==> config.mk <==
export PLATFORM = sky130hd
export DESIGN_NAME = lock_key_loader
export DESIGN_NICKNAME = d
export VERILOG_FILES = /design/src/rtl/lock_key_loader.sv
export SDC_FILE = /design/constraint.sdc
export NUM_CORES = 1
export LEC_CHECK = 0
export ABC_CLOCK_PERIOD_IN_PS = 2000
export CORE_ASPECT_RATIO = 1.4
export CORE_MARGIN = 2
export CORE_UTILIZATION = 50
export CTS_BUF_LIST = sky130_fd_sc_hd__clkbuf_2
export DETAILED_ROUTE_END_ITERATION = 8
export HOLD_SLACK_MARGIN = 0.12
export PLACE_DENSITY = 0.8
export SLEW_MARGIN = 5
export SYNTH_ARGS = -nofsm -noshare
export SYNTH_HDL_FRONTEND = slang
export SYNTH_SLANG_ARGS = --single-unit
==> constraint.sdc <==
create_clock -name CK -period 2 [get_ports CK]
set_clock_uncertainty 0.2 [all_clocks]
set_input_delay 0.2 -clock CK [delete_from_list [all_inputs] [get_ports CK]]
set_output_delay 0.2 -clock CK [all_outputs]
set_load 0.1 [all_outputs]
==> src/rtl/lock_key_loader.sv <==
// lock_key_loader: shifts in a serial key frame, checks even parity, then drives keyinput.
// Optional KEY_WRITE_ONCE_EN: once a key is valid, reloads are refused until RST.
module lock_key_loader #(
    parameter int KEY_W = 9,
    parameter int CNT_W = 4
) (
    input  logic             CK,
    input  logic             RST,
    input  logic             load_start,
    input  logic             key_sen,
    input  logic             key_sdi,
    output logic [KEY_W-1:0] keyinput,
    output logic             key_valid,
    output logic             busy,
    output logic             key_err
);
    typedef enum logic [2:0] {IDLE, SHIFT, CHECK, VALID, ERR} state_t;

    state_t           state_q;
    logic [KEY_W-1:0] shadow_q, shadow_d, key_q;
    logic [CNT_W-1:0] cnt_q, cnt_d;
    logic             par_q, valid_q, busy_q, err_q, reload;

    assign shadow_d = {shadow_q[KEY_W-2:0], key_sdi};
    assign cnt_d    = cnt_q + CNT_W'(1);
`ifdef KEY_WRITE_ONCE_EN
    assign reload = load_start && (state_q == IDLE || state_q == ERR);
`else
    assign reload = load_start && (state_q == IDLE || state_q == VALID || state_q == ERR);
`endif

    always_ff @(posedge CK or posedge RST) begin
        if (RST) begin
            state_q  <= IDLE;
            shadow_q <= '0;
            key_q    <= '0;
            cnt_q    <= '0;
            par_q    <= 1'b0;
            valid_q  <= 1'b0;
            busy_q   <= 1'b0;
            err_q    <= 1'b0;
        end else if (reload) begin
            state_q  <= SHIFT;
            shadow_q <= '0;
            key_q    <= '0;
            cnt_q    <= '0;
            valid_q  <= 1'b0;
            busy_q   <= 1'b1;
            err_q    <= 1'b0;
        end else begin
            case (state_q)
                SHIFT: if (key_sen) begin
                    // the bit after KEY_W data bits is the parity bit
                    if (cnt_q == CNT_W'(KEY_W)) begin
                        par_q   <= key_sdi;
                        state_q <= CHECK;
                    end else begin
                        shadow_q <= shadow_d;
                        cnt_q    <= cnt_d;
                    end
                end
                CHECK: begin
                    busy_q <= 1'b0;
                    if (^{shadow_q, par_q}) begin
                        err_q   <= 1'b1;
                        state_q <= ERR;
                    end else begin
                        key_q   <= shadow_q;
                        valid_q <= 1'b1;
                        state_q <= VALID;
                    end
                end
                default: ;
            endcase
        end
    end

    assign keyinput  = key_q;
    assign key_valid = valid_q;
    assign busy      = busy_q;
    assign key_err   = err_q;
endmodule
==> summary.md <==
| Metric | Value |
|---|---|
| Worst EP arrival | `2.00 ns` |
| Nets@finish | `160` |
| Setup crit end kind | `flop` |
| Hold Path Origin | `key_sdi` |
| RePlAce Congestion | `0.809` |
| Yosys top cell by area | `dfrtp_1` |
| Reg clk slew, reported paths | `0.15 ns` |
| Final hold viol count | `0` |
| Critical Path RT | `2.08 ns` |
| Routed len/inst | `13.0 um` |
| Multi-input logic area | `529 um2` |
| Cell Rows | `22` |
| Global route hottest layer | `met2` |
| RSZ-0062 raised after global routing | `yes` |
| Total track usage | `0.193` |
| End of the worst register-to-register path | `keyinput[8]$_DFFE_PP0P_` |
| Largest net degree at the start of global routing | `30` |
| Number of port buffers | `16` |
| Htree depth | `2` |
| Largest cells by area after synthesis | `dfrtp_1, mux2i_1, xnor2_1, nand2_1, nand3_1` |
| Hold Path Class | `input port to flop` |
| Util after Layout | `0.617` |
| Fin. max-slew vios | `0` |
| Grt met1 use | `0.244` |
| Iter 0 DRT Violations | `33` |
| Worst-margin pin slew | `0.362 ns` |
| Tmin final | `1.92 ns` |
| Worst slew margin | `0.758` |
| Post-synthesis cell count | `127` |
| Critical path's largest stage delay | `0.43 ns` |
| Placed cells | `180` |
| Antenna viol nets, final | `0` |
| Met2 Usage GRT | `0.291` |
| Worst r2r path cells | `6` |
| Yosys reg bits | `29` |
| Layout cell share with drive strength beyond 1 | `0.183` |
| Via count | `965` |
| Clk Latency, worst-skew pair | `0.36 ns` |
| Hold endpoint | `shadow_q[0]$_DFFE_PP0P_` |
| Max Clock Freq | `521 MHz` |
| Slowest CP cell | `dfrtp_1` |
| Cell family with most CP delay | `XOR/XNOR gates` |
| Syn_nets | `134` |
| Met3 Use GR | `0.0440` |
| Non-filler cells, final | `189` |
| Mean area per synthesized cell | `10.5 um2` |
| Root buffer cell | `clkbuf_2` |
| Buf+Inv Stages, Crit Path | `1` |
| Register area | `726 um2` |
| Max Root-Sink Buffers | `2` |
| Crit-path most repeated cell | `xnor2_1` |
| Max FO, Critical Path | `9` |
| DP HPWL | `1800 um` |
| Vias in the first global route | `943` |
| Post-synthesis cell area | `1330 um2` |
| Vias/cell | `5.11` |
| Fillers | `235` |
| Die W | `47.7 um` |
| Pre-antenna DRT Iters | `4` |
| Crit Path Category | `flop to flop` |
| Register area share after synthesis | `0.544` |
| Die ar. | `3100 um2` |
| Initial Util | `0.515` |
| CTS tree | `done` |
| Netlist cell types | `27` |
| Diodes inserted | `0` |
| Fin crit share | `0.959` |
| Die H | `65.1 um` |
| Reg-to-reg slack, setup | `0.08 ns` |
| Outcome | `finished, final reports clean` |
| Hold Path Stages | `3` |
| Critical Path Source Type | `flop` |
| IO Pins | `17` |
| # setup viols final | `0` |
| Final WL | `2460 um` |
| Cts bufs inserted | `5` |
| Max-cap viol count | `0` |
| CP cell instances | `xnor2_1, xnor3_1, xnor2_1, nand2b_1, buf_6, mux2i_1` |
| Global-route wire length before repair | `4150 um` |
| Core area | `2590 um2` |
| Final global-route overflow total | `0` |
| Initial antenna violation count | `0` |
| DRC Markers | `0` |
| Yosys Warn Count | `0` |
| Area delta synth->final | `19.6%` |
| CTS Sinks | `29` |
| Top cell type's share of synthesized area | `0.544` |
| Reg2reg start | `par_q$_DFFE_PP0P_` |
-- synth_stat cells --
| cell type | number |
|---|---|
| xnor2_1 | 8 |
| and4bb_2 | 1 |
| a21o_1 | 2 |
| and2_1 | 3 |
| o21ai_0 | 9 |
| or3b_2 | 1 |
| nand2b_1 | 2 |
| xor2_1 | 1 |
| mux2_2 | 1 |
| a21oi_1 | 1 |
| a21boi_1 | 1 |
| o41ai_1 | 1 |
| clkbuf_1 | 4 |
| a21boi_0 | 1 |
| nand2_1 | 18 |
| xnor3_1 | 1 |
| ha_1 | 2 |
| buf_6 | 1 |
| inv_1 | 14 |
| o211ai_1 | 1 |
| mux2i_1 | 9 |
| nand3b_1 | 2 |
| nand3_1 | 11 |
| dfrtp_1 | 29 |
| o21ai_1 | 1 |
| nor2_1 | 1 |
| nand4_1 | 1 |
-- metrics by stage --
| stage | hold slack, ns | area (um2) | setup WS, ns | TNS (ns) |
|---|---|---|---|---|
| after floorplan | 0.0781 | 1330 | 0.177 | 0 |
| after global placement | 0.262 | 1540 | 0.123 | 0 |
| after detailed placement | 0.268 | 1540 | 0.0599 | 0 |
| after CTS | 0.199 | 1580 | 0.0243 | 0 |
| after global routing | 0.189 | 1600 | -0.0464 | -0.112 |
| final | 0.218 | 1600 | 0.0813 | 0 |
-- cells by family after synthesis --
family | after synthesis | share of synthesized area
buffers and inverters | 19 | 0.0591
multiplexers | 10 | 0.0760
AND/OR/NAND/NOR | 40 | 0.150
XOR/XNOR | 10 | 0.0760
flip-flops | 29 | 0.544
AO/OA/AOI/OAI | 17 | 0.0760
adder cells (fa/ha/maj) | 2 | 0.0188
-- metal layers --
| metal | wire length [um] | up-vias | part of all wire |
|---|---|---|---|
| li1 | - | 470 | - |
| met1 | 1050 | 476 | 0.43 |
| met2 | 1270 | 11 | 0.52 |
| met3 | 64 | 8 | 0.026 |
| met4 | 69 | 0 | 0.028 |
| met5 | 0 | - | 0 |
-- layout make-up --
type,instances,share of cell area
flip-flops and latches,29,0.455
inverters,14,0.0329
well taps,36,0.0282
clock inverters,1,0.00235
clock buffers,6,0.0188
multi-input cells,79,0.332
repair buffers,24,0.131
-- sequential cells by signal (all words and copies together) (netlist names) --
signal     count
key_err        1
keyinput       9
key_valid      1
par_q          1
busy           1
shadow_q       9
cnt_q          4
state_q        3
-- worst max path at each step --
stage	start	end	slack (ns)	depth (start not counted)
global placement	shadow_q[3]$_DFFE_PP0P_	keyinput[3]$_DFFE_PP0P_	0.12	6
global route	shadow_q[3]$_DFFE_PP0P_	keyinput[1]$_DFFE_PP0P_	-0.05	6
finish	par_q$_DFFE_PP0P_	keyinput[8]$_DFFE_PP0P_	0.08	6
CTS	par_q$_DFFE_PP0P_	keyinput[8]$_DFFE_PP0P_	0.02	6
floorplan	shadow_q[3]$_DFFE_PP0P_	keyinput[0]$_DFFE_PP0P_	0.18	6
detailed placement	par_q$_DFFE_PP0P_	keyinput[4]$_DFFE_PP0P_	0.06	6
-- repair_timing --
| item | 4_1_cts | 5_1_grt |
|---|---|---|
| resized for setup | 0 | 1 |
| setup buffers | 0 | 1 |
| endpoints found under the hold margin | 29 | 0 |
| hold buffers | 1 | 0 |
| setup endpoints to repair | 0 | 9 |
-- placed cells by master (no fill, tap or decap), types with 2 or more instances in the layout --
| cell | netlist | layout |
|---|---|---|
| and2_1 | 3 | 3 |
| nand2_1 | 18 | 18 |
| nand2b_1 | 2 | 2 |
| a21o_1 | 2 | 2 |
| inv_1 | 14 | 14 |
| o21ai_0 | 9 | 9 |
| clkbuf_2 | 0 | 6 |
| dfrtp_1 | 29 | 29 |
| nand3b_1 | 2 | 2 |
| nand3_1 | 11 | 11 |
| clkdlybuf4s50_1 | 0 | 4 |
| ha_1 | 2 | 2 |
| buf_4 | 0 | 17 |
| xnor2_1 | 8 | 8 |
| mux2i_1 | 9 | 9 |
-- worst register-to-register path: stages (launching register included) --
cell and delay (ns):
dfrtp_1 0.43, xnor2_1 0.24, xnor3_1 0.36, xnor2_1 0.15
nand2b_1 0.11, buf_6 0.16, mux2i_1 0.20
Power is not shown: default switching activity piles up to over one toggle a cycle in this logic, so the estimate is an artifact.
==> RTL change 1, RTL diff (same flow settings) <==
Add a define of `KEY_WRITE_ONCE_EN`.
--- a/src/rtl/lock_key_loader.sv
+++ b/src/rtl/lock_key_loader.sv
@@ -1,4 +1,6 @@
 // lock_key_loader: shifts in a serial key frame, checks even parity, then drives keyinput.
 // Optional KEY_WRITE_ONCE_EN: once a key is valid, reloads are refused until RST.
+`define KEY_WRITE_ONCE_EN
+
 module lock_key_loader #(
     parameter int KEY_W = 9,
Check against the original RTL: same outputs for any inputs over 10 cycles, from zero or initial values and one cycle with RST high; that may be too few to reach the edited logic, so the function may still have changed.
==> RTL change 1 against the original RTL <==
The run now ends with negative setup slack left. Sequential share of layout area decreased by 4.6 points. Die area increased by 3.0%. Sequential cell count stayed put. Maximum frequency fell by 7.0%. Setup slack got worse by 0.14 ns. Area after synthesis is 3.2% higher. Global-route usage is 0.86 points higher. Routed wire length increased by 30%. Utilization rose by 6.1 points. Design area grew 11%.
Power is left out: it rests on default switching activity, and per cell area and clock period it moved more than threefold.
==> RTL change 1: results (changes against the original RTL) <==
Status
  • Outcome: finished with violations
  • Failing checks: negative setup slack

Synthesis
  • Sequential share of the synthesized area: 52.73% (-1.7 points)
  • Synthesis warning total: 0 (unchanged)
  • Distinct cells, synth: 26 (-3.7%)
  • Post-Synth Adder-Cell Area: 1.818% (-0.058 points)
  • Mux contribution to synthesized area: 5.818% (-1.8 points)
  • Syn_area_per_cell: 10.43 um^2 (-0.72%)
  • Compound-Gate Fraction of Synth Area: 12.00% (+4.4 points)
  • Ys async rst share: 100.0% (unchanged)
  • Xor and xnor fraction of the mapped netlist area: 9.273% (+1.7 points)
  • Synth top area cells: dfrtp_1 53%, o21ai_0 6.2%, mux2i_1 5.8%
  • Syn_nets: 139 (+3.7%)
  • Top cells by count, synth: 29 x dfrtp_1, 17 x o21ai_0, 14 x nor2_1

Worst hold path
  • Hold Path Class: in -> reg

Clock network
  • Htree depth: 2 (unchanged)
  • Clock buffer count from CTS: 5 (unchanged)
  • Maximum clock insertion buffer count: 2 (unchanged)
  • Root buffer cell: clkbuf_2
  • Later-pin clock latency in the skew report: 0.36 ns (about the same)
  • Clock transition at path regs: 0.15 ns (about the same)

Global route
  • Antenna violations before repair: 0 (unchanged)
  • First-pass GRT wire length: 4.871 mm (+17%)
  • Pin count of the biggest net entering global routing: 30 (unchanged)
  • Vias in the first global route: 1,103 (+17%)
  • Gr usage total: 20.13% (+0.86 points)

Cells and area
  • Fillers: 208 (-11%)
  • Antenna Diode Count: 0 (unchanged)
  • # nets final: 170 (+6.3%)
  • Ratio of cells with drive above 1 in the final layout: 27.44% (+9.1 points)

STA
  • Hold slack: 0.2267 ns (+0.009012 ns)
  • Slew HR: 70.39% (-5.5 points)
  • Final setup viols: 7 (+7)
  • Post-route setup slack: -0.06214 ns (-0.1435 ns)
  • Setup tns final: -0.1823 ns (-0.1823 ns)

Place
  • Port Buf Inserts: 16 (unchanged)
  • Setup WS pre-CTS: -0.2162 ns (-0.2761 ns)
  • Dpl cells: 186 (+3.3%)
  • Routability cong.: 0.7476 (-7.6%)
  • Dpl hpwl: 1.960 mm (+8.6%)

Worst setup path
  • Slowest stage delay, CP: 0.45 ns (+0.02 ns)
  • Crit path max fanout: 6 (-3)
  • CP arrival: 2.16 ns (+0.16 ns)
  • Critical-path top delay cell: xnor3_2

Routing
  • DR pass1 iterations: 4 (unchanged)
  • Drt wl/cell: 15.94 um (+22%)
  • Initial DRC count: 43 (+30%)
  • Routed vias/inst: 5.635 (+10%)
  • Final WL: 3.188 mm (+30%)
-- RTL change 1: changes by cell type after synthesis, moves of 2 or more --
cell and delta:
a21oi_1 +10, nor2_1 +13, buf_2 +3, nand2_1 -14, o21ai_0 +8, xor2_1 +3, and2_1 -2, xnor2_1 -2
a21o_1 -2, inv_1 -9
-- RTL change 1: worst max-delay path, delay by kind of cell, from the launching register on --
| kind | cells | cell delay, ns |
|---|---|---|
| flip-flops | 1 | 0.42 |
| XOR/XNOR | 3 | 0.90 |
| buffers and inverters | 1 | 0.17 |
| AND/OR/NAND/NOR | 1 | 0.16 |
| AO/OA/AOI/OAI | 1 | 0.16 |
-- RTL change 1: path summary, 6_finish.rpt --
check	start	to	depth (start not counted)
setup / recovery	shadow_q[5]$_DFFE_PP0P_	keyinput[0]$_DFFE_PP0P_	6
hold / removal	key_sdi	shadow_q[0]$_DFFE_PP0P_	3
setup reg to reg	shadow_q[5]$_DFFE_PP0P_	keyinput[0]$_DFFE_PP0P_	6
hold reg to reg	key_err$_DFFE_PP0P_	key_err$_DFFE_PP0P_	2
max in group asynchronous	RST	shadow_q[1]$_DFFE_PP0P_	4
min in group asynchronous	RST	cnt_q[1]$_DFFE_PP0P_	4
-- RTL change 1: timing repair --
action	4_1_cts	5_1_grt
hold endpoints to repair	29	0
setup endpoints to repair	14	11
hold buffers	1	0
buffers inserted	0	3
gates resized for setup	6	9
pin swaps	5	6
gates cloned	0	2
-- RTL change 1: stage by stage --
stage / utilization [%] / area (um^2)
finish: 67.80 / 1773
global placement: 61.00 / 1595
CTS: 64.40 / 1684
global route: 67.80 / 1773
detailed placement: 61.00 / 1595
floorplan: - / 1376
-- RTL change 1: cell families after synthesis --
group                      count (synthesis)
and+or+nand+nor                           37
AOI/OAI and AO/OA                         31
DFF                                       29
buffers and inverters                     13
xor gates and xnor gates                  12
muxes                                      8
adders and majority gates                  2
-- RTL change 1: area by class of cell --
type	instances	share of cell area, %
Sequential cell	29	40.93
Multi-Input combinational cell	92	39.24
Timing Repair Buffer	30	14.11
Tap cell	36	2.541
Clock buffer	5	1.411
Inverter	5	1.059
Clock inverter	3	0.7057
-- RTL change 1: per-layer routing --
metal | up-vias | part of all wire [%] | GRT usage, %
met5 | - | 0 | 0
met4 | 0 | 2.6 | 7.857
met3 | 7 | 4.4 | 6.109
met2 | 30 | 54 | 36.81
met1 | 572 | 39 | 21.78
li1 | 518 | - | -
==> RTL change 2, RTL diff (same settings) <==
Without the edit above. Compare `cnt_q` against `CNT_W'(KEY_W)` with >= in place of ==.
--- a/src/rtl/lock_key_loader.sv
+++ b/src/rtl/lock_key_loader.sv
@@ -52,5 +52,5 @@
                 SHIFT: if (key_sen) begin
                     // the bit after KEY_W data bits is the parity bit
-                    if (cnt_q == CNT_W'(KEY_W)) begin
+                    if (cnt_q >= CNT_W'(KEY_W)) begin
                         par_q   <= key_sdi;
                         state_q <= CHECK;
Behaviour: same outputs for any inputs over 10 cycles, from zero or initial values and one cycle with RST high; that may be too few to reach the edited logic, so the function may still have changed.
==> RTL change 2 against the original RTL <==
Setup slack got worse by 0.099 ns. Routed wire length increased by 11%. The run now ends with negative setup slack left. Cell count up 5.8%. Area after synthesis grew 4.9%. Utilization increased by 6.7 points. Count of clock-buffer cells in the layout did not move. Design area is 13% higher. Worst hold slack improved by 0.063 ns. Sequential cell count did not move. Global-route usage down 0.11 points.
Power is not shown: default switching activity piles up to over one toggle a cycle in this logic, so the estimate is an artifact.
==> RTL change 2: results (changes against the original RTL) <==
Cells and area
  • # nets final: 171 (+6.9%)
  • Non-filler cells, final: 200 (+5.8%)
  • Ratio of cells with drive above 1 in the final layout: 30.49% (+12 points)

Routing
  • Initial DRC count: 35 (+6.1%)
  • Final WL: 2.726 mm (+11%)
  • DR pass1 iterations: 7 (+3)

Status
  • Failing checks: negative setup slack
  • Outcome: finished with violations

Place
  • Dpl cells: 187 (+3.9%)
  • Dpl hpwl: 1.886 mm (+4.5%)
  • Placed Area: 1637 um^2 (+6.3%)
  • Routability cong.: 0.7225 (-11%)
  • Setup WS pre-CTS: -0.06319 ns (-0.1231 ns)

Worst setup path
  • Reg2reg end: keyinput[0]$_DFFE_PP0P_
  • Slowest stage delay, CP: 0.51 ns (+0.08 ns)
  • Crit path from: shadow_q[6]$_DFFE_PP0P_
  • Critical-path top delay cell: xnor3_2
  • R2r worst-path depth: 6 (unchanged)
  • Worst setup path endpoint: keyinput[0]$_DFFE_PP0P_
  • Crit path max fanout: 10 (+1)
  • R2R Path Start: shadow_q[6]$_DFFE_PP0P_

Synthesis
  • Xor and xnor fraction of the mapped netlist area: 9.571% (+2.0 points)
  • Sequential share of the synthesized area: 51.88% (-2.5 points)
  • Synth top area cells: dfrtp_1 52%, mux2i_1 6.4%, nor2_1 4.8%
  • Top cells by count, synth: 29 x dfrtp_1, 18 x nor2_1, 12 x a21oi_1
  • Post-Synth Adder-Cell Area: 2.683% (+0.81 points)
  • Mux contribution to synthesized area: 7.245% (-0.35 points)
  • Distinct cells, synth: 32 (+19%)
  • Syn_area_per_cell: 10.68 um^2 (+1.7%)

Worst hold path
  • Hold EP: shadow_q[0]$_DFFE_PP0P_
  • Hold Path Class: in -> reg
  • Min-Delay Path Depth: 3 (unchanged)

STA
  • Slew HR: 57.63% (-18 points)
  • Post-route setup slack: -0.01757 ns (-0.09890 ns)
  • Hold slack: 0.2809 ns (+0.06322 ns)
  • Final setup viols: 1 (+1)
  • Period utilisation layout: 100.9% (+4.9 points)
  • Setup tns final: -0.01757 ns (-0.01757 ns)

Global route
  • Gr usage total: 19.16% (-0.11 points)
  • First-pass GRT wire length: 4.588 mm (+11%)
  • Vias in the first global route: 1,032 (+9.4%)
RTL change 2: cell count changes after synthesis, sizes merged, moves of 2 or more:
cell	before	now
and2	3	1
nor2	1	18
o21ai	10	12
inv	14	3
nand2	18	4
clkbuf	4	1
buf	1	5
nor2b	0	2
a21oi	1	12
xor2	1	3
RTL change 2: logic make-up after synthesis:
family / count (synthesis)
buffers and inverters: 9
adder cells (fa/ha/maj): 3
multiplexers: 10
AND/OR/NAND/NOR: 39
XOR/XNOR: 11
flip-flops: 29
AO/OA/AOI/OAI: 30
RTL change 2: metal layers:
layer	GRT usage, %	up-vias	part of all wire [%]	wire, um
met3	7.623	5	3.9	107
met4	9.643	0	2.0	55
met1	20.82	526	42	1138
met5	0	-	0	0
met2	32.36	21	52	1424
li1	-	520	-	-
RTL change 2: layout make-up:
class	count	area, um^2
clock buffers	6	30.03
fillers	215	835.8
multi-input cells	93	685.7
inverters	3	11.26
clock inverters	2	33.78
repair buffers	31	274.0
flip-flops and latches	29	726.9
well taps	36	45.04
